File: src/rtl/serial_add_ctrl.sv
// rtl/serial_add_ctrl.sv - bit-serial adder controller sharing one full-adder cell, LSB first
module serial_add_fa (
  input  logic a,
  input  logic b,
  input  logic carry_in,
  output logic sum,
  output logic carry_out
);
  assign sum       = a ^ b ^ carry_in;
  assign carry_out = (a & b) | (a & carry_in) | (b & carry_in);
endmodule

module serial_add_ctrl #(
  parameter int NUM_BITS = 8
) (
  input  logic                clk,
  input  logic                n_rst,
  input  logic                start,
  input  logic [NUM_BITS-1:0] a,
  input  logic [NUM_BITS-1:0] b,
  input  logic                carry_in,
  output logic                busy,
  output logic                done,
  output logic [NUM_BITS-1:0] sum,
  output logic                carry_out
);
  localparam int CW = (NUM_BITS > 1) ? $clog2(NUM_BITS) : 1;

  typedef enum logic [1:0] {
    S_IDLE = 2'd0,
    S_ADD  = 2'd1,
    S_DONE = 2'd2
  } state_t;

  state_t              state_q;
  state_t              state_d;
  logic [NUM_BITS-1:0] a_sr;
  logic [NUM_BITS-1:0] b_sr;
  logic [NUM_BITS-1:0] sum_sr;
  logic                carry_q;
  logic                carry_out_q;
  logic [CW-1:0]       count_q;
  logic                fa_sum;
  logic                fa_carry;
  logic                last_bit;
  logic                accept;

  serial_add_fa u_fa (
    .a         (a_sr[0]),
    .b         (b_sr[0]),
    .carry_in  (carry_q),
    .sum       (fa_sum),
    .carry_out (fa_carry)
  );

  assign last_bit = (count_q == CW'(NUM_BITS - 1));
  assign accept   = (state_q == S_IDLE) && start;

  always_comb begin
    state_d = state_q;
    busy    = 1'b0;
    done    = 1'b0;
    case (state_q)
      S_IDLE: begin
        if (start) state_d = S_ADD;
      end
      S_ADD: begin
        busy = 1'b1;
        if (last_bit) state_d = S_DONE;
      end
      S_DONE: begin
        done    = 1'b1;
        state_d = S_IDLE;
      end
      default: state_d = S_IDLE;
    endcase
  end

  always_ff @(posedge clk or negedge n_rst) begin
    if (!n_rst) state_q <= S_IDLE;
    else        state_q <= state_d;
  end

  // Sum bits enter at the MSB so after NUM_BITS shifts the LSB lands at bit 0.
  always_ff @(posedge clk or negedge n_rst) begin
    if (!n_rst) begin
      a_sr        <= '0;
      b_sr        <= '0;
      sum_sr      <= '0;
      carry_q     <= 1'b0;
      carry_out_q <= 1'b0;
      count_q     <= '0;
    end else if (accept) begin
      a_sr    <= a;
      b_sr    <= b;
      carry_q <= carry_in;
      count_q <= '0;
    end else if (state_q == S_ADD) begin
      a_sr    <= {1'b0, a_sr[NUM_BITS-1:1]};
      b_sr    <= {1'b0, b_sr[NUM_BITS-1:1]};
      sum_sr  <= {fa_sum, sum_sr[NUM_BITS-1:1]};
      carry_q <= fa_carry;
      if (last_bit) carry_out_q <= fa_carry;
      else          count_q     <= count_q + 1'b1;
    end
  end

  assign sum       = sum_sr;
  assign carry_out = carry_out_q;
endmodule

File: config.mk
export PLATFORM = sky130hd
export DESIGN_NAME = serial_add_ctrl
export DESIGN_NICKNAME = d
export VERILOG_FILES = /design/src/rtl/serial_add_ctrl.sv
export SDC_FILE = /design/constraint.sdc
export NUM_CORES = 1
export LEC_CHECK = 0
export ABC_AREA = 0
export CAP_MARGIN = 20
export CORE_UTILIZATION = 50
export DETAILED_ROUTE_END_ITERATION = 8
export GPL_TIMING_DRIVEN = 1
export PLACE_DENSITY = 0.88
export SLEW_MARGIN = 20
export SYNTH_ARGS = -nofsm -noshare
export SYNTH_HDL_FRONTEND = slang
export SYNTH_SLANG_ARGS = --single-unit
export TNS_END_PERCENT = 20
File: constraint.sdc
create_clock -name clk -period 1.8 [get_ports clk]
set_input_delay 0.36 -clock clk [delete_from_list [all_inputs] [get_ports clk]]
set_output_delay 0.36 -clock clk [all_outputs]
set_load 0.005 [all_outputs]
==> reports/summary.txt, run 1 <==
Starting Density: 0.528
synthesized netlist cell count: 145
Multi-input gate area: 581 µm²
pwr dens: 1610 nW/µm²
Synth Warn #: 0
worst path required time: 1.44 ns
Peak Freq: 0.613 GHz
max_slew headroom: 0.638
die area: 3130 µm²
Wirelength per Cell: 15.8 µm
clk root buf: clkbuf_4
Hold Slack: 0.400 ns
crit path launch type: flip-flop
Worst Setup EP: done
layout overhead on the synthesized area: 27.5%
CTS Sinks: 31
largest net degree at the start of global routing: 32
vias in the first global route: 1257
initial drt markers: 33
r2r endpoint: b_sr[1]
vias per inst: 5.90
Post-Syn Area per Cell: 10.0 µm²
M3 GR Usage: 0.0791
clk slew on worst S/H paths: 0.10 ns
ANT nets after route: 0
fin crit share: 0.906
Worst Tran Pin Value: 0.543 ns
final net count: 201
Skew-Pair Late Insertion Delay: 0.33 ns
I/O Buffers: 30
post-synthesis cell area: 1460 µm²
worst vdd ir: 0.00108 V
DP Area: 1780 µm²
met2 Track Usage GR: 0.403
# DRC: 0
number of inserted diodes: 0
Tot GR Track Use: 0.236
global-route wire length before repair: 5650 µm
Yosys cell types: 26
final instance area: 1860 µm²
clock skew: 0.0120 ns
status: complete, no violations
combined buffer and inverter count along the critical path: 3
CP startpoint: state_q[1]
CTS max path bufs: 2
share of cells above drive strength 1: 0.112
RSZ-0062 raised after global routing: no
slowest stage delay, CP: 0.37 ns
fin crit period: 1.63 ns
worst-path cell with the longest stage delay: dfrtp_1
IO Pins: 31
worst path cell trace: buf_4 > inv_2 > nor2_1 > dlygate4sd2_1
R2R setup slack: 0.22 ns
crit-path max FO: 11
max-slew violations: 0
Reg2Reg Depth: 4
WL final: 3310 µm
CP Depth: 4
Fin Setup TNS: 0 ns
Seq/Total Area, Yosys: 0.533
number of CTS-inserted buffers: 5
LEAKAGE: 0.796 nW
TritonRoute pass-1 iters: 4
register area: 776 µm²
FP Rows: 19
via count: 1240
Seq cells post-synth: 31
initial antenna violation count: 0
max-cap violation count: 0
CTS tree: built
Worst EP arrival: 1.27 ns
Post-DP HPWL: 2310 µm
HP Class: primary input to async pin
GR Util met1: 0.281
H-tree depth: 2
CP endpoint kind: primary output
cell family with most CP delay: buffers and inverters
FILL cells: 231
core box area: 2760 µm²
chip width: 55.9 µm
GR Overflow Total: 0
RR Startpoint: state_q[0]
Hold Fails Final Rpt: 0
Die Height: 55.9 µm
worst setup path category: flip-flop to primary output
gr busiest metal: met2
Setup Viol. Count Final: 0
Final Wtd Congestion: 0.799
Synth Net Count: 168
-- per-layer routing --
metal | wire, µm | vias up | part of all wire
li1 | - | 591 | -
met5 | 0 | - | 0
met1 | 1430 | 603 | 0.43
met4 | 9 | 0 | 0.0027
met2 | 1670 | 44 | 0.50
met3 | 207 | 2 | 0.062
-- state kept, by name (all words and copies together), names as in the netlist --
| name | flops |
|---|---|
| a_sr | 8 |
| carry_out | 1 |
| carry_q | 1 |
| state_q | 2 |
| count_q | 3 |
| b_sr | 8 |
| sum | 8 |
-- timing repair --
item | CTS | global route
hold buffers | 0 | 0
gates resized for setup | 3 | 0
setup buffers | 1 | 0
setup endpoints to repair | 2 | 0
-- layout make-up --
| cell class | count | share of cell area |
|---|---|---|
| sequential | 31 | 0.418 |
| multi-input combinational | 97 | 0.313 |
| timing repair buffer | 38 | 0.200 |
| clock buffer | 8 | 0.0371 |
| tap | 31 | 0.0209 |
| inverter | 5 | 0.0115 |
-- worst register-to-register path: stages (launching register included) --
cell and delay [ns]:
dfrtp_1 0.43, buf_4 0.25, or2_1 0.48, a21oi_1 0.14, nor3_1 0.20
-- kinds of logic after synthesis --
group / Yosys count / synth area share
AO/OA/AOI/OAI: 40 / 0.195
AND/OR/NAND/NOR: 53 / 0.159
buffers and inverters: 17 / 0.0714
flip-flops: 31 / 0.533
multiplexers: 1 / 0.0103
adder cells (fa/ha/maj): 3 / 0.0310
-- power breakdown --
| group | internal [mW] | switching, mW |
|---|---|---|
| clock network | 0.230 | 0.235 |
| registers | 1.01 | 0.261 |
| logic | 0.623 | 0.623 |
-- how the worst min path moves through the flow --
stage | slack, ns | endpoint | cells past startpoint
global placement | 0.46 | sum[0] | 2
global route | 0.43 | sum[5] | 2
floorplan | 0.06 | a_sr[0] | 0
CTS | 0.41 | sum[5] | 2
detailed placement | 0.48 | sum[0] | 2
finish | 0.40 | sum[5] | 2
-- placed cells by master, fill, tap and decap left out, types with 2 or more instances in the layout --
master / n
a21oi_1: 2
buf_4: 7
clkbuf_4: 5
clkbuf_8: 2
clkdlybuf4s50_1: 28
dfrtp_1: 31
dlygate4sd2_1: 2
ha_1: 2
inv_1: 3
nand2_1: 24
nand2b_1: 4
nand3_1: 3
nor2_1: 17
o21ai_0: 5
o22ai_1: 14
o311ai_1: 3
o32ai_1: 14
-- cells in the mapped netlist --
master	number	area, µm²
a21oi_1	2	10.0
and2_4	1	8.76
buf_2	6	30.0
buf_6	4	45.0
clkbuf_1	2	7.51
dfrtp_1	31	776
fa_1	1	20.0
ha_1	2	25.0
inv_1	3	11.3
inv_2	1	3.75
inv_4	1	6.26
mux2_4	1	15.0
nand2_1	24	90.1
nand2b_1	4	25.0
nand2b_2	1	8.76
nand3_1	3	15.0
nor2_1	17	63.8
nor3_1	1	5.00
nor4b_1	1	8.76
o21ai_0	5	25.0
o21ai_1	1	5.00
o22ai_1	14	87.6
o311ai_1	3	26.3
o31ai_1	1	7.51
o32ai_1	14	123
or2_1	1	6.26
-- per-stage QoR --
step                      utilization  total power [mW]  setup slack (ns)  std cells
after detailed placement        0.644              2.51           0.00120        201
after floorplan                     -              2.05             0.447        145
after global placement          0.644              2.40             0.123        201
after CTS                       0.673              3.00             0.153        210
final                           0.673              2.98             0.169        210
after global routing            0.673              3.19            0.0651        210
Note: power is estimated with default switching activity, not from simulation.
==> run 2, diff against run 1 <==
--- a/config.mk
+++ b/config.mk
@@ -6,11 +6,14 @@
 export NUM_CORES = 1
 export LEC_CHECK = 0
 export ABC_AREA = 0
+export ABC_CLOCK_PERIOD_IN_PS = 1800
 export CAP_MARGIN = 20
 export CORE_UTILIZATION = 50
 export DETAILED_ROUTE_END_ITERATION = 8
+export DONT_BUFFER_PORTS = 1
 export GPL_TIMING_DRIVEN = 1
-export PLACE_DENSITY = 0.88
+export HOLD_SLACK_MARGIN = 0.02
+export PLACE_DENSITY = 0.74
 export SLEW_MARGIN = 20
 export SYNTH_ARGS = -nofsm -noshare
 export SYNTH_HDL_FRONTEND = slang
==> reports/summary.txt, run 2 (synthesis gave the netlist of run 1 again) <==
worst-path cell with the longest stage delay: dfrtp_1
crit-path max FO: 16
Skew-Pair Late Insertion Delay: 0.34 ns
Post-DP HPWL: 2000 µm
RR Startpoint: state_q[1]
Worst EP arrival: 1.24 ns
Peak Freq: 0.625 GHz
Setup Viol. Count Final: 0
clk root buf: clkbuf_4
Clk pwr share: 0.148
final instance area: 1510 µm²
Final Wtd Congestion: 0.816
crit path launch type: flip-flop
CTS max path bufs: 2
max-slew violations: 0
worst vdd ir: 0.00104 V
number of CTS-inserted buffers: 5
CTS tree: built
non-filler cells, final: 177
RSZ-0062 raised after global routing: no
hold buffer count at CTS: 2
Starting Density: 0.528
r2r endpoint: b_sr[5]
most common cell after layout, fill and taps aside: dfrtp_1
worst path required time: 1.44 ns
postcts setup bufs: 0
switching power: 1.05 mW
R2R setup slack: 0.26 ns
leading cell types in the layout, fill and taps excluded: 31 x dfrtp_1, 24 x nand2_1, 17 x nor2_1
post-cts gate resize count: 0
CTS Sinks: 31
max-cap violation count: 0
share of cells above drive strength 1: 0.103
# DRC: 0
worst setup path category: flip-flop to primary output
largest net degree at the start of global routing: 32
chip width: 55.9 µm
pre-CTS setup slack: 0.279 ns
FILL cells: 257
via count: 1102
worst hold path depth: 2
Tot GR Track Use: 0.214
CP Depth: 2
DP Area: 1430 µm²
status: complete, no violations
clk slew on worst S/H paths: 0.08 ns
Wirelength per Cell: 16.6 µm
Hold Fails Final Rpt: 0
number of inserted diodes: 0
Total Power: 2.61 mW
combined buffer and inverter count along the critical path: 1
pwr dens: 1730 nW/µm²
layout overhead on the synthesized area: 4.04%
Hold Slack: 0.165 ns
fin crit share: 0.889
clock skew: 0.0100 ns
die area: 3130 µm²
Switching Fraction: 0.401
core box area: 2760 µm²
Reg2Reg Depth: 3
final net count: 168
TritonRoute pass-1 iters: 4
worst path cell trace: inv_2 > nor2_1
Min-Delay Endpoint: b_sr[7]
Worst Tran Pin Value: 0.604 ns
HP Class: primary input to flip-flop
Fin Setup TNS: 0 ns
IO Pins: 31
final setup margin: 0.199 ns
vias in the first global route: 1103
slowest stage delay, CP: 0.54 ns
CP endpoint kind: primary output
Hold Crit Start: b[7]
Comb power frac: 0.360
max_slew headroom: 0.597
WL final: 2930 µm
cell family with most CP delay: flip-flops
final core occ: 0.549
I/O Buffers: 0
global-route wire length before repair: 5010 µm
vias per inst: 6.23
placed cells: 167
H-tree depth: 2
FP Rows: 19
Die Height: 55.9 µm
initial antenna violation count: 0
sequential power share: 0.491
ANT nets after route: 0
LEAKAGE: 0.649 nW
CP startpoint: state_q[1]
Pint: 1.57 mW
fin crit period: 1.60 ns
initial drt markers: 38
GR Overflow Total: 0
-- run 2: cell types whose count changed in the layout (fill, tap and decap cells not counted), sizes merged --
cell           change
clkinv             +1
buf                -4
dlygate4sd2        -2
clkdlybuf4s50     -28
dlygate4sd3        +1
clkbuf             -1
-- run 2: layer usage --
| metal | wire (µm) | up-vias | global-route usage |
|---|---|---|---|
| met5 | 0 | - | 0 |
| met1 | 1260 | 534 | 0.248 |
| li1 | - | 521 | - |
| met4 | 72 | 0 | 0.125 |
| met2 | 1440 | 39 | 0.349 |
| met3 | 164 | 8 | 0.0651 |
-- run 2: cell type report --
class	instances	area, µm²	share of cell area
clock buffer	7	45.0	0.0298
clock inverter	1	5.00	0.00331
inverter	5	21.3	0.0140
multi-input combinational	97	576	0.380
sequential	31	776	0.512
tap	31	38.8	0.0256
timing repair buffer	5	52.6	0.0347
-- run 2: worst max-delay path by stage --
stage                end  slack, ns
2_1_floorplan  carry_out       0.45
4_1_cts             done       0.21
5_1_grt             done       0.12
3_5_place_dp     b_sr[5]       0.28
6_report            done       0.20
3_3_place_gp     b_sr[4]       0.37
-- run 2: power groups by stage --
stage | Sequential [mW] | Combinational (mW) | Clock (mW)
3_5_place_dp | 1.29 | 0.931 | 0
5_1_grt | 1.33 | 1.09 | 0.426
3_3_place_gp | 1.28 | 0.866 | 0
2_1_floorplan | 1.22 | 0.829 | 0
4_1_cts | 1.28 | 0.948 | 0.397
6_report | 1.28 | 0.941 | 0.388
